===== src/rtl/if_stage_skid_reg.sv =====
// IF-stage output register with a one-entry skid buffer: two-deep elastic
// pipeline register between fetch and decode, plus a saturating stall counter.
module if_stage_skid_reg #(
    parameter int unsigned                PC_W      = 32,
    parameter int unsigned                INSTR_W   = 32,
    parameter logic        [INSTR_W-1:0]  NOP_INSTR = 'hF000_0000,
    parameter int unsigned                CNT_W     = 16
) (
    input  logic               clk,
    input  logic               rst,
    input  logic               in_valid,
    output logic               in_ready,
    input  logic [PC_W-1:0]    pc_in,
    input  logic [INSTR_W-1:0] instruction_in,
    input  logic               flush,
    output logic               out_valid,
    input  logic               out_ready,
    output logic [PC_W-1:0]    pc,
    output logic [INSTR_W-1:0] instruction,
    output logic [CNT_W-1:0]   stall_cnt
);

    typedef enum logic [1:0] {
        EMPTY = 2'd0,
        ONE   = 2'd1,
        TWO   = 2'd2
    } state_t;

    state_t             state, state_nxt;
    logic [PC_W-1:0]    main_pc, main_pc_nxt, skid_pc, skid_pc_nxt;
    logic [INSTR_W-1:0] main_instr, main_instr_nxt, skid_instr, skid_instr_nxt;
    logic               in_fire, out_fire;

    assign in_ready    = (state != TWO);
    assign out_valid   = (state != EMPTY);
    assign pc          = main_pc;
    assign instruction = main_instr;
    assign in_fire     = in_valid & in_ready;
    assign out_fire    = out_valid & out_ready;

    always_ff @(posedge clk or posedge rst) begin
        if (rst) begin
            state      <= EMPTY;
            main_pc    <= '0;
            main_instr <= NOP_INSTR;
            skid_pc    <= '0;
            skid_instr <= NOP_INSTR;
        end else begin
            state      <= state_nxt;
            main_pc    <= main_pc_nxt;
            main_instr <= main_instr_nxt;
            skid_pc    <= skid_pc_nxt;
            skid_instr <= skid_instr_nxt;
        end
    end

    // The main entry is cleared whenever the stage empties, so pc/instruction
    // can come straight from the register with no output mux.
    always_comb begin
        state_nxt      = state;
        main_pc_nxt    = main_pc;
        main_instr_nxt = main_instr;
        skid_pc_nxt    = skid_pc;
        skid_instr_nxt = skid_instr;
        if (flush) begin
            state_nxt      = EMPTY;
            main_pc_nxt    = '0;
            main_instr_nxt = NOP_INSTR;
            skid_pc_nxt    = '0;
            skid_instr_nxt = NOP_INSTR;
        end else begin
            unique case (state)
                EMPTY: begin
                    if (in_fire) begin
                        state_nxt      = ONE;
                        main_pc_nxt    = pc_in;
                        main_instr_nxt = instruction_in;
                    end
                end
                ONE: begin
                    if (in_fire && out_fire) begin
                        main_pc_nxt    = pc_in;
                        main_instr_nxt = instruction_in;
                    end else if (in_fire) begin
                        state_nxt      = TWO;
                        skid_pc_nxt    = pc_in;
                        skid_instr_nxt = instruction_in;
                    end else if (out_fire) begin
                        state_nxt      = EMPTY;
                        main_pc_nxt    = '0;
                        main_instr_nxt = NOP_INSTR;
                    end
                end
                TWO: begin
                    if (out_fire) begin
                        state_nxt      = ONE;
                        main_pc_nxt    = skid_pc;
                        main_instr_nxt = skid_instr;
                        skid_pc_nxt    = '0;
                        skid_instr_nxt = NOP_INSTR;
                    end
                end
                default: begin
                    state_nxt      = EMPTY;
                    main_pc_nxt    = '0;
                    main_instr_nxt = NOP_INSTR;
                    skid_pc_nxt    = '0;
                    skid_instr_nxt = NOP_INSTR;
                end
            endcase
        end
    end

    always_ff @(posedge clk or posedge rst) begin
        if (rst) begin
            stall_cnt <= '0;
        end else if (out_valid && !out_ready && (stall_cnt != '1)) begin
            stall_cnt <= stall_cnt + 1'b1;
        end
    end

endmodule


===== config.mk =====
export PLATFORM = sky130hd
export DESIGN_NAME = if_stage_skid_reg
export DESIGN_NICKNAME = d
export VERILOG_FILES = /design/src/rtl/if_stage_skid_reg.sv
export SDC_FILE = /design/constraint.sdc
export NUM_CORES = 1
export LEC_CHECK = 0
export CORE_UTILIZATION = 35
export CTS_BUF_LIST = sky130_fd_sc_hd__clkbuf_8
export DETAILED_ROUTE_END_ITERATION = 10
export GPL_TIMING_DRIVEN = 0
export PLACE_DENSITY_LB_ADDON = 0.05
export SYNTH_ARGS = -nofsm -noshare
export SYNTH_HDL_FRONTEND = slang
export SYNTH_SLANG_ARGS = --single-unit

===== constraint.sdc =====
create_clock -name clk -period 5.8 [get_ports clk]
set_clock_uncertainty 0.2 [all_clocks]
set_input_delay 1.16 -clock clk [delete_from_list [all_inputs] [get_ports clk]]
set_output_delay 1.16 -clock clk [all_outputs]
set_load 0.005 [all_outputs]

==> results.toml, run 1 <==
[status]
status = "complete, no violations"

[detailed_routing]
drc = 0
num_vias = 5147
drt_first_iter_violations = 220
first_pass_iters = 4
viasPerCell = 5.12
wl_mm = 17.5
ant_nets = 0
wl_per_cell_um = 17.4

[synth]
syn-cell-area_um2 = 6700
synth_warnings = 0
yosys.area.top_type_share_pct = 51.6
async_flop_share_pct = 100
synth_top_cell_by_area = "dfrtp_1"
synth_fp_nets = 662
ys_seq_area_share_pct = 54.7
syn_area_per_cell_um2 = 11.3
synth_ff_type = "dfrtp_1"
synthTopCellsByArea = "dfrtp_1 52%, mux2i_1 9.3%, o2bb2ai_1 7.8%, a22oi_1 6.7%, nand2_1 3.9%"
yosysUniqueCellTypes = 46
synth_cells = 592
synth_edf_count = 0
ys_ff_latch = 146

[layout]
antenna_cells = 0
fin_util_pct = 47.3
area_growth_pct = 32.2
nNetsFinal = 830
drive_gt1_share_pct = 12.1

[global_route]
grt_pass1_vias = 5353
grt_max_degree = 77
grt_pass1_wl_mm = 28.2
grt.total_usage_pct = 18.5
antenna_found_initial = 0
gr-total-overflow = 0

[clock_network]
clk_latency_ns = 0.44
cts_buffers = 17
cts.sinks = 146
cts-resized-gates = 0
ctsHtreeMaxLevel = 4
post-cts-setup-buffers = 0
cts_tree = "built"
postCtsHoldBufs = 0
path_clk_slew_ns = 0.08
clk_path_buf_depth = 2
ctsRootBufferMaster = "clkbuf_8"

[sta]
drv_slew = 0
fmax_mhz = 279
setup_viol = 0
grt_setup_unrepaired = "false"
period_needed_ns = 3.58
period_share_pct = 61.8
finalHoldViolCount = 0
relSlewSlack_pct = 54.8
tightest_slew_ns = 0.678

[worst_setup_path]
start_kind = "flop"
cp-end-kind = "output port"
crit_path_top_delay_cell = "clkdlybuf4s50_1"
crit_required_ns = 4.44
crit_arrival_ns = 2.22
cp_max_fo = 10
critPathMaxStageDelay_ns = 0.44
critPathKind = "reg2out"
worstPathCellList = "buf_6, nor2b_2, buf_4, buf_2, inv_1, clkdlybuf4s50_1"

[floorplanning]
fp.dieH_um = 140
core_area_um2 = 18700
num_rows = 50
fp.dieW_um = 140
die_area_um2 = 19700
io_pins = 151
start_util_pct = 35.8

[power]
p_leak_uw = 0.00382
p_per_area_nw_per_um2 = 260
peakVddDrop_v = 0.000162
power.total_uw = 2300

[placed_design]
hpwl_mm = 12.1
routabilityCongestion = 0.779
io_buffers = 148

[job]
max_cap_violations = 0

[hold_path]
hold_path.class = "reg2reg"
## worst max-delay path, delay by kind of cell (launching register included)
| family | cells | cell delay [ns] |
|---|---|---|
| buffers and inverters | 5 | 1.15 |
| DFF | 1 | 0.42 |
| and+or+nand+nor | 1 | 0.22 |
## logic make-up after synthesis
group | count (synthesis) | synth area share [%]
fa+ha+maj | 1 | 0.187
mux | 69 | 10.5
flops | 146 | 54.7
simple gates | 118 | 8.50
compound gates | 142 | 17.1
buf+inv | 105 | 7.55
xor+xnor | 11 | 1.44
## report_power, final
| part | switching (µW) | internal (µW) |
|---|---|---|
| registers | 56.4 | 1090 |
| clock network | 399 | 334 |
| logic | 196 | 225 |
## final timing paths
check / depth (start not counted) / endpoint / from / slack [ns]
max: 6 / in_ready / state[0] / 2.22
min: 1 / instruction[14] / instruction[14] / 0.29
max reg2reg: 6 / instruction[15] / state[0] / 3.59
min reg2reg: 1 / instruction[14] / instruction[14] / 0.29
max in group asynchronous: 3 / skid_instr[31] / rst / 3.56
min in group asynchronous: 2 / pc[26] / rst / 0.99
## layer usage
metal	routed length, µm	GRT usage (%)
met5	0	0
met4	187	6.48
met2	8230	29.0
met3	1100	5.78
met1	8020	24.1
## state kept, by name (all words and copies together), names as in the netlist
name,cells
state,2
stall_cnt,16
instruction,32
skid_instr,32
skid_pc,32
pc,32
## area by class of cell
class / count / area [µm²]
tap: 234 / 293
inverter: 62 / 238
clock inverter: 13 / 115
clock buffer: 17 / 234
fill: 1724 / 9850
sequential: 146 / 3660
multi-input combinational: 341 / 2530
timing repair buffer: 149 / 1510
buffer: 43 / 273
## Yosys cell counts, types with 2 or more instances
library cell and instances:
nor2_2 2, o2bb2ai_1 60, xor2_1 4, a31oi_1 2
nor3_1 3, dfrtp_1 138, nor2b_1 4, nor2_1 10
nand3_1 7, o21bai_1 2, mux2_2 5, o32a_1 4
buf_6 7, nand2_1 69, and4_1 2, nand2b_1 5
buf_2 23, a22oi_1 60, buf_4 8, a21oi_1 2
nand4_1 5, xnor2_1 7, and3_1 2, inv_1 62
mux2i_1 62, clkbuf_1 4, o21ai_0 5, nor3b_1 2
nor2_4 2, dfstp_2 8
## per-stage QoR
step	worst slack [ns]	hold slack [ns]	TNS, ns	cell area, µm²	cells
after floorplan	0.530	0.279	0	6700	592
after global placement	-1.64	0.270	-225.66	8470	974
after detailed placement	2.39	0.273	0	8500	975
after CTS	2.15	0.296	0	8850	1005
after global routing	2.04	0.302	0	8850	1005
final	2.22	0.289	0	8850	1005
## cell usage in the layout, fill, tap and decap left out, types with 3 or more instances in the layout
cell             netlist  final
clkdlybuf4s50_1        0    148
a22oi_1               60     60
inv_6                  0      3
xor2_1                 4      4
clkinvlp_4             0      3
buf_2                 23     23
o21ai_0                5      5
nand4_1                5      5
buf_4                  8      8
mux2_2                 5      5
clkbuf_8               0     17
o2bb2ai_1             60     60
clkbuf_1               4      4
dfrtp_1              138    138
inv_1                 62     62
nor2b_1                4      4
nand2b_1               5      5
clkinv_4               0      3
clkinv_2               0      3
nor3_1                 3      3
dfstp_2                8      8
o32a_1                 4      4
buf_6                  7      7
mux2i_1               62     62
nand3_1                7      7
nor2_1                10     10
xnor2_1                7      7
nand2_1               69     69
Power figures use the tool's default switching activity.
==> inputs of run 2 (changes only) <==
clock period = 3.6 ns   (was 5.8 ns; I/O delays follow)
==> run 2 against run 1 <==
Against the previous run:
- register-to-register slack worse by 2.2 ns
- critical path depth is the same
- global-route usage increased by 0.17 points
- critical endpoint unchanged
- highest routed layer unchanged
==> results.toml, run 2 (same netlist as run 1, synthesis figures left out) <==
[status]
status = "complete, no violations"

[global_route]
grt.total_usage_pct = 18.7
antenna_found_initial = 0
grt_max_degree = 40
gr-total-overflow = 0
grt_pass1_vias = 5326
grt_pass1_wl_mm = 28.6

[clock_network]
ctsRootBufferMaster = "clkbuf_8"
clk_path_buf_depth = 2
cts_buffers = 17
cts_tree = "built"
post-cts-setup-buffers = 0
ctsHtreeMaxLevel = 4
cts.sinks = 146
path_clk_slew_ns = 0.09
postCtsHoldBufs = 0
cts-resized-gates = 0
clk_latency_ns = 0.44

[worst_setup_path]
cp-end-kind = "output port"
critPathMaxStageDelay_ns = 0.44
start_kind = "flop"
cp_top_family = "buffers and inverters"
critPathKind = "reg2out"
critPathBufInv = 5
crit_arrival_ns = 2.22
cp_max_fo = 10
crit_path_top_delay_cell = "clkdlybuf4s50_1"
crit_required_ns = 2.68
worstPathCellList = "buf_6, nor2b_2, buf_4, buf_2, inv_1, clkdlybuf4s50_1"

[power]
p_per_area_nw_per_um2 = 430
power.total_uw = 3850
p_leak_uw = 0.00386
peakVddDrop_v = 0.000323

[layout]
area_growth_pct = 33.7
instances_no_fill = 1010
drive_gt1_share_pct = 12.6
most-common-layout-cells = "148 x clkdlybuf4s50_1, 138 x dfrtp_1, 69 x nand2_1"
layout_commonest_cell = "clkdlybuf4s50_1"
nNetsFinal = 833
antenna_cells = 0

[sta]
setup_tns_ns = 0
layout_setup_ws_ns = 0.457
period_needed_ns = 3.14
relSlewSlack_pct = 56.2
setup_viol = 0
period_share_pct = 87.3
drv_slew = 0
fmax_mhz = 318
finalHoldViolCount = 0
hold-worst-slack_ns = 0.291
grt_setup_unrepaired = "false"
tightest_slew_ns = 0.654

[job]
max_cap_violations = 0

[detailed_routing]
first_pass_iters = 4
drc = 0
num_vias = 5164
wl_per_cell_um = 17.5
drt_first_iter_violations = 245
viasPerCell = 5.11
ant_nets = 0
wl_mm = 17.6

[placed_design]
dp_cells = 978
pre_cts_slack_ns = 0.656
routabilityCongestion = 0.781
hpwl_mm = 12.3
io_buffers = 148

[floorplanning]
io_pins = 151
num_rows = 50
fp.dieH_um = 140
core_area_um2 = 18700
start_util_pct = 35.8
fp.dieW_um = 140
die_area_um2 = 19700

[hold_path]
hold_path.class = "reg2reg"
==> run 2: cell count changes in the layout (fill, tap and decap cells not counted) <==
cell,previous run,this run
buf_12,0,4
bufinv_16,1,2
clkinv_2,3,1
clkinv_4,3,1
inv_6,3,5
buf_16,1,0
clkbuf_8,17,18
clkinvlp_4,3,5
==> run 2: where the power goes <==
part,switching [µW],leakage [µW],internal (µW)
sequential,92.4,0.00196,1760
combinational,319,0.00171,369
clock,666,0.000194,642
==> run 2: layout make-up <==
cell class	instances	area, µm²
plain buffers	43	273
clock buffers	18	248
clock inverters	14	151
fillers	1734	9750
inverters	62	236
multi-input cells	341	2530
flip-flops and latches	146	3660
well taps	234	293
repair buffers	152	1560
==> run 2: layer usage <==
metal / routed length [µm] / global-route usage (%)
met2: 8510 / 30.4
met5: 0 / 0
met4: 180 / 4.68
met3: 1010 / 5.85
met1: 7930 / 24.1
==> run 2: worst paths after layout <==
path | depth (start not counted) | slack [ns] | start | end
worst min-delay path | 1 | 0.29 | instruction[23] | instruction[23]
worst max-delay path | 6 | 0.46 | state[0] | in_ready
worst min register to register | 1 | 0.29 | instruction[23] | instruction[23]
min in group asynchronous | 2 | 0.37 | rst | stall_cnt[14]
worst max register to register | 6 | 1.38 | state[0] | pc[27]
max in group asynchronous | 4 | 2.03 | rst | instruction[29]
==> run 2: worst reg2reg max path, delay by kind of cell, from the launching register on <==
| kind | cells | cell delay, ns |
|---|---|---|
| AND/OR/NAND/NOR | 1 | 0.53 |
| flip-flops | 1 | 0.42 |
| AO/OA/AOI/OAI | 3 | 0.48 |
| buffers and inverters | 2 | 0.50 |
==> run 2: metrics by stage <==
stage | area, µm² | utilization (%)
2_1_floorplan | 6700 | -
3_3_place_gp | 8470 | 45.3
3_5_place_dp | 8550 | 45.7
4_1_cts | 8950 | 47.9
5_1_grt | 8950 | 47.9
6_report | 8950 | 47.9
==> inputs of run 3 (changes only) <==
==> constraint.sdc (replaced) <==
create_clock -name clk -period 3.6 [get_ports clk]
set_clock_uncertainty 0.2 [all_clocks]
set_input_delay 0.36 -clock clk [delete_from_list [all_inputs] [get_ports clk]]
set_output_delay 0.36 -clock clk [all_outputs]
set_load 0.005 [all_outputs]
==> run 3 against run 2 <==
Against the previous run:
- sequential power is essentially flat
- flip-flop and latch count is the same
- critical path depth is the same
- global-route usage is essentially flat
- die area is the same
- total power is essentially flat
- cell area grew 0.22%
- highest routed layer unchanged
==> results.toml, run 3 (same netlist as run 1, synthesis figures left out) <==
[placed_design]
pre_cts_slack_ns = 1.02
routabilityCongestion = 0.781
hpwl_mm = 12.3
io_buffers = 148

[sta]
hold-worst-slack_ns = 0.0748
fmax_mhz = 360
setup_viol = 0
drv_slew = 0
grt_setup_unrepaired = "false"
tightest_slew_ns = 0.659
relSlewSlack_pct = 55.9
layout_setup_ws_ns = 0.818
period_needed_ns = 2.78
finalHoldViolCount = 0
period_share_pct = 77.3

[worst_setup_path]
crit_required_ns = 3.04
critPathMaxStageDelay_ns = 0.44
worstPathCellList = "buf_6, nor2b_2, buf_4, buf_2, inv_1, clkdlybuf4s50_1"
start_kind = "flop"
cp_max_fo = 10
cp-end-kind = "output port"
crit_arrival_ns = 2.22
crit_path_top_delay_cell = "clkdlybuf4s50_1"
critPathKind = "reg2out"

[detailed_routing]
wl_met3_um = 997
drt_first_iter_violations = 271
drc = 0
first_pass_iters = 4
wl_met2_mm = 8.53
ant_nets = 0
wl_met1_mm = 7.94
viasPerCell = 5.10
wl_mm = 17.6
top_layer = "met4"
wl_per_cell_um = 17.4
num_vias = 5160

[clock_network]
ctsHtreeMaxLevel = 4
ctsRootBufferMaster = "clkbuf_8"
clk_path_buf_depth = 2
postCtsHoldBufs = 2
cts.sinks = 146
cts-resized-gates = 0
cts_buffers = 17
clk_latency_ns = 0.44
post-cts-setup-buffers = 0
cts_tree = "built"
path_clk_slew_ns = 0.09

[layout]
antenna_cells = 0
nNetsFinal = 835
area_growth_pct = 34.0
num-fill-cells = 1734
layout_commonest_cell = "clkdlybuf4s50_1"
most-common-layout-cells = "148 x clkdlybuf4s50_1, 138 x dfrtp_1, 69 x nand2_1"
drive_gt1_share_pct = 12.6

[floorplanning]
core_area_um2 = 18700
num_rows = 50
fp.dieW_um = 140
fp.dieH_um = 140
start_util_pct = 35.8
io_pins = 151
die_area_um2 = 19700

[global_route]
grt_pass1_vias = 5346
gr-total-overflow = 0
grt_max_degree = 40
grt.total_usage_pct = 18.7
antenna_found_initial = 0
grt_pass1_wl_mm = 28.6

[power]
p_per_area_nw_per_um2 = 429
p_leak_uw = 0.00387
peakVddDrop_v = 0.000323

[job]
max_cap_violations = 0

[status]
status = "complete, no violations"

[hold_path]
hold_path.class = "in2reg"
run 3: stage by stage:
step	total power, µW	setup TNS [ns]	util [%]	area (µm²)	std cells
4_1_cts	3920	0	48.0	8970	1012
3_5_place_dp	2580	0	45.7	8550	978
3_3_place_gp	2550	-22.23	45.3	8470	974
5_1_grt	4050	0	48.0	8970	1012
2_1_floorplan	2200	0	-	6700	592
6_report	3850	0	48.0	8970	1012
run 3: final cells by class:
type | instances | area, µm² | share of cell area, %
plain buffers | 43 | 273 | 3.04
clock buffers | 18 | 248 | 2.76
clock inverters | 14 | 151 | 1.69
inverters | 62 | 236 | 2.64
multi-input cells | 341 | 2530 | 28.2
flip-flops and latches | 146 | 3660 | 40.8
well taps | 234 | 293 | 3.26
repair buffers | 154 | 1580 | 17.6
run 3: where the power goes:
group	total, µW	internal (µW)	switching (µW)
Combinational	689	370	319
Sequential	1850	1760	92.5
Clock	1310	642	667
Total	3850	2770	1080
run 3: path summary, 6_finish.rpt:
path	slack (ns)	start	cells past startpoint	to
min in group asynchronous	0.56	rst	3	stall_cnt[14]
worst max register to register	1.38	state[0]	6	pc[6]
worst min register to register	0.29	instruction[23]	1	instruction[23]
worst max-delay path	0.82	state[0]	6	in_ready
max in group asynchronous	1.83	rst	5	instruction[29]
worst min-delay path	0.07	flush	2	state[0]
run 3: routing by layer:
layer / up-vias / track usage, %
li1: 2431 / -
met1: 2597 / 23.9
met2: 120 / 30.7
met3: 12 / 5.78
met4: 0 / 4.68
met5: - / 0
run 3: critical path: cells and delay by family (launching register included):
family / cells / cell delay [ns]
and+or+nand+nor: 1 / 0.21
buffers and inverters: 5 / 1.15
DFF: 1 / 0.42
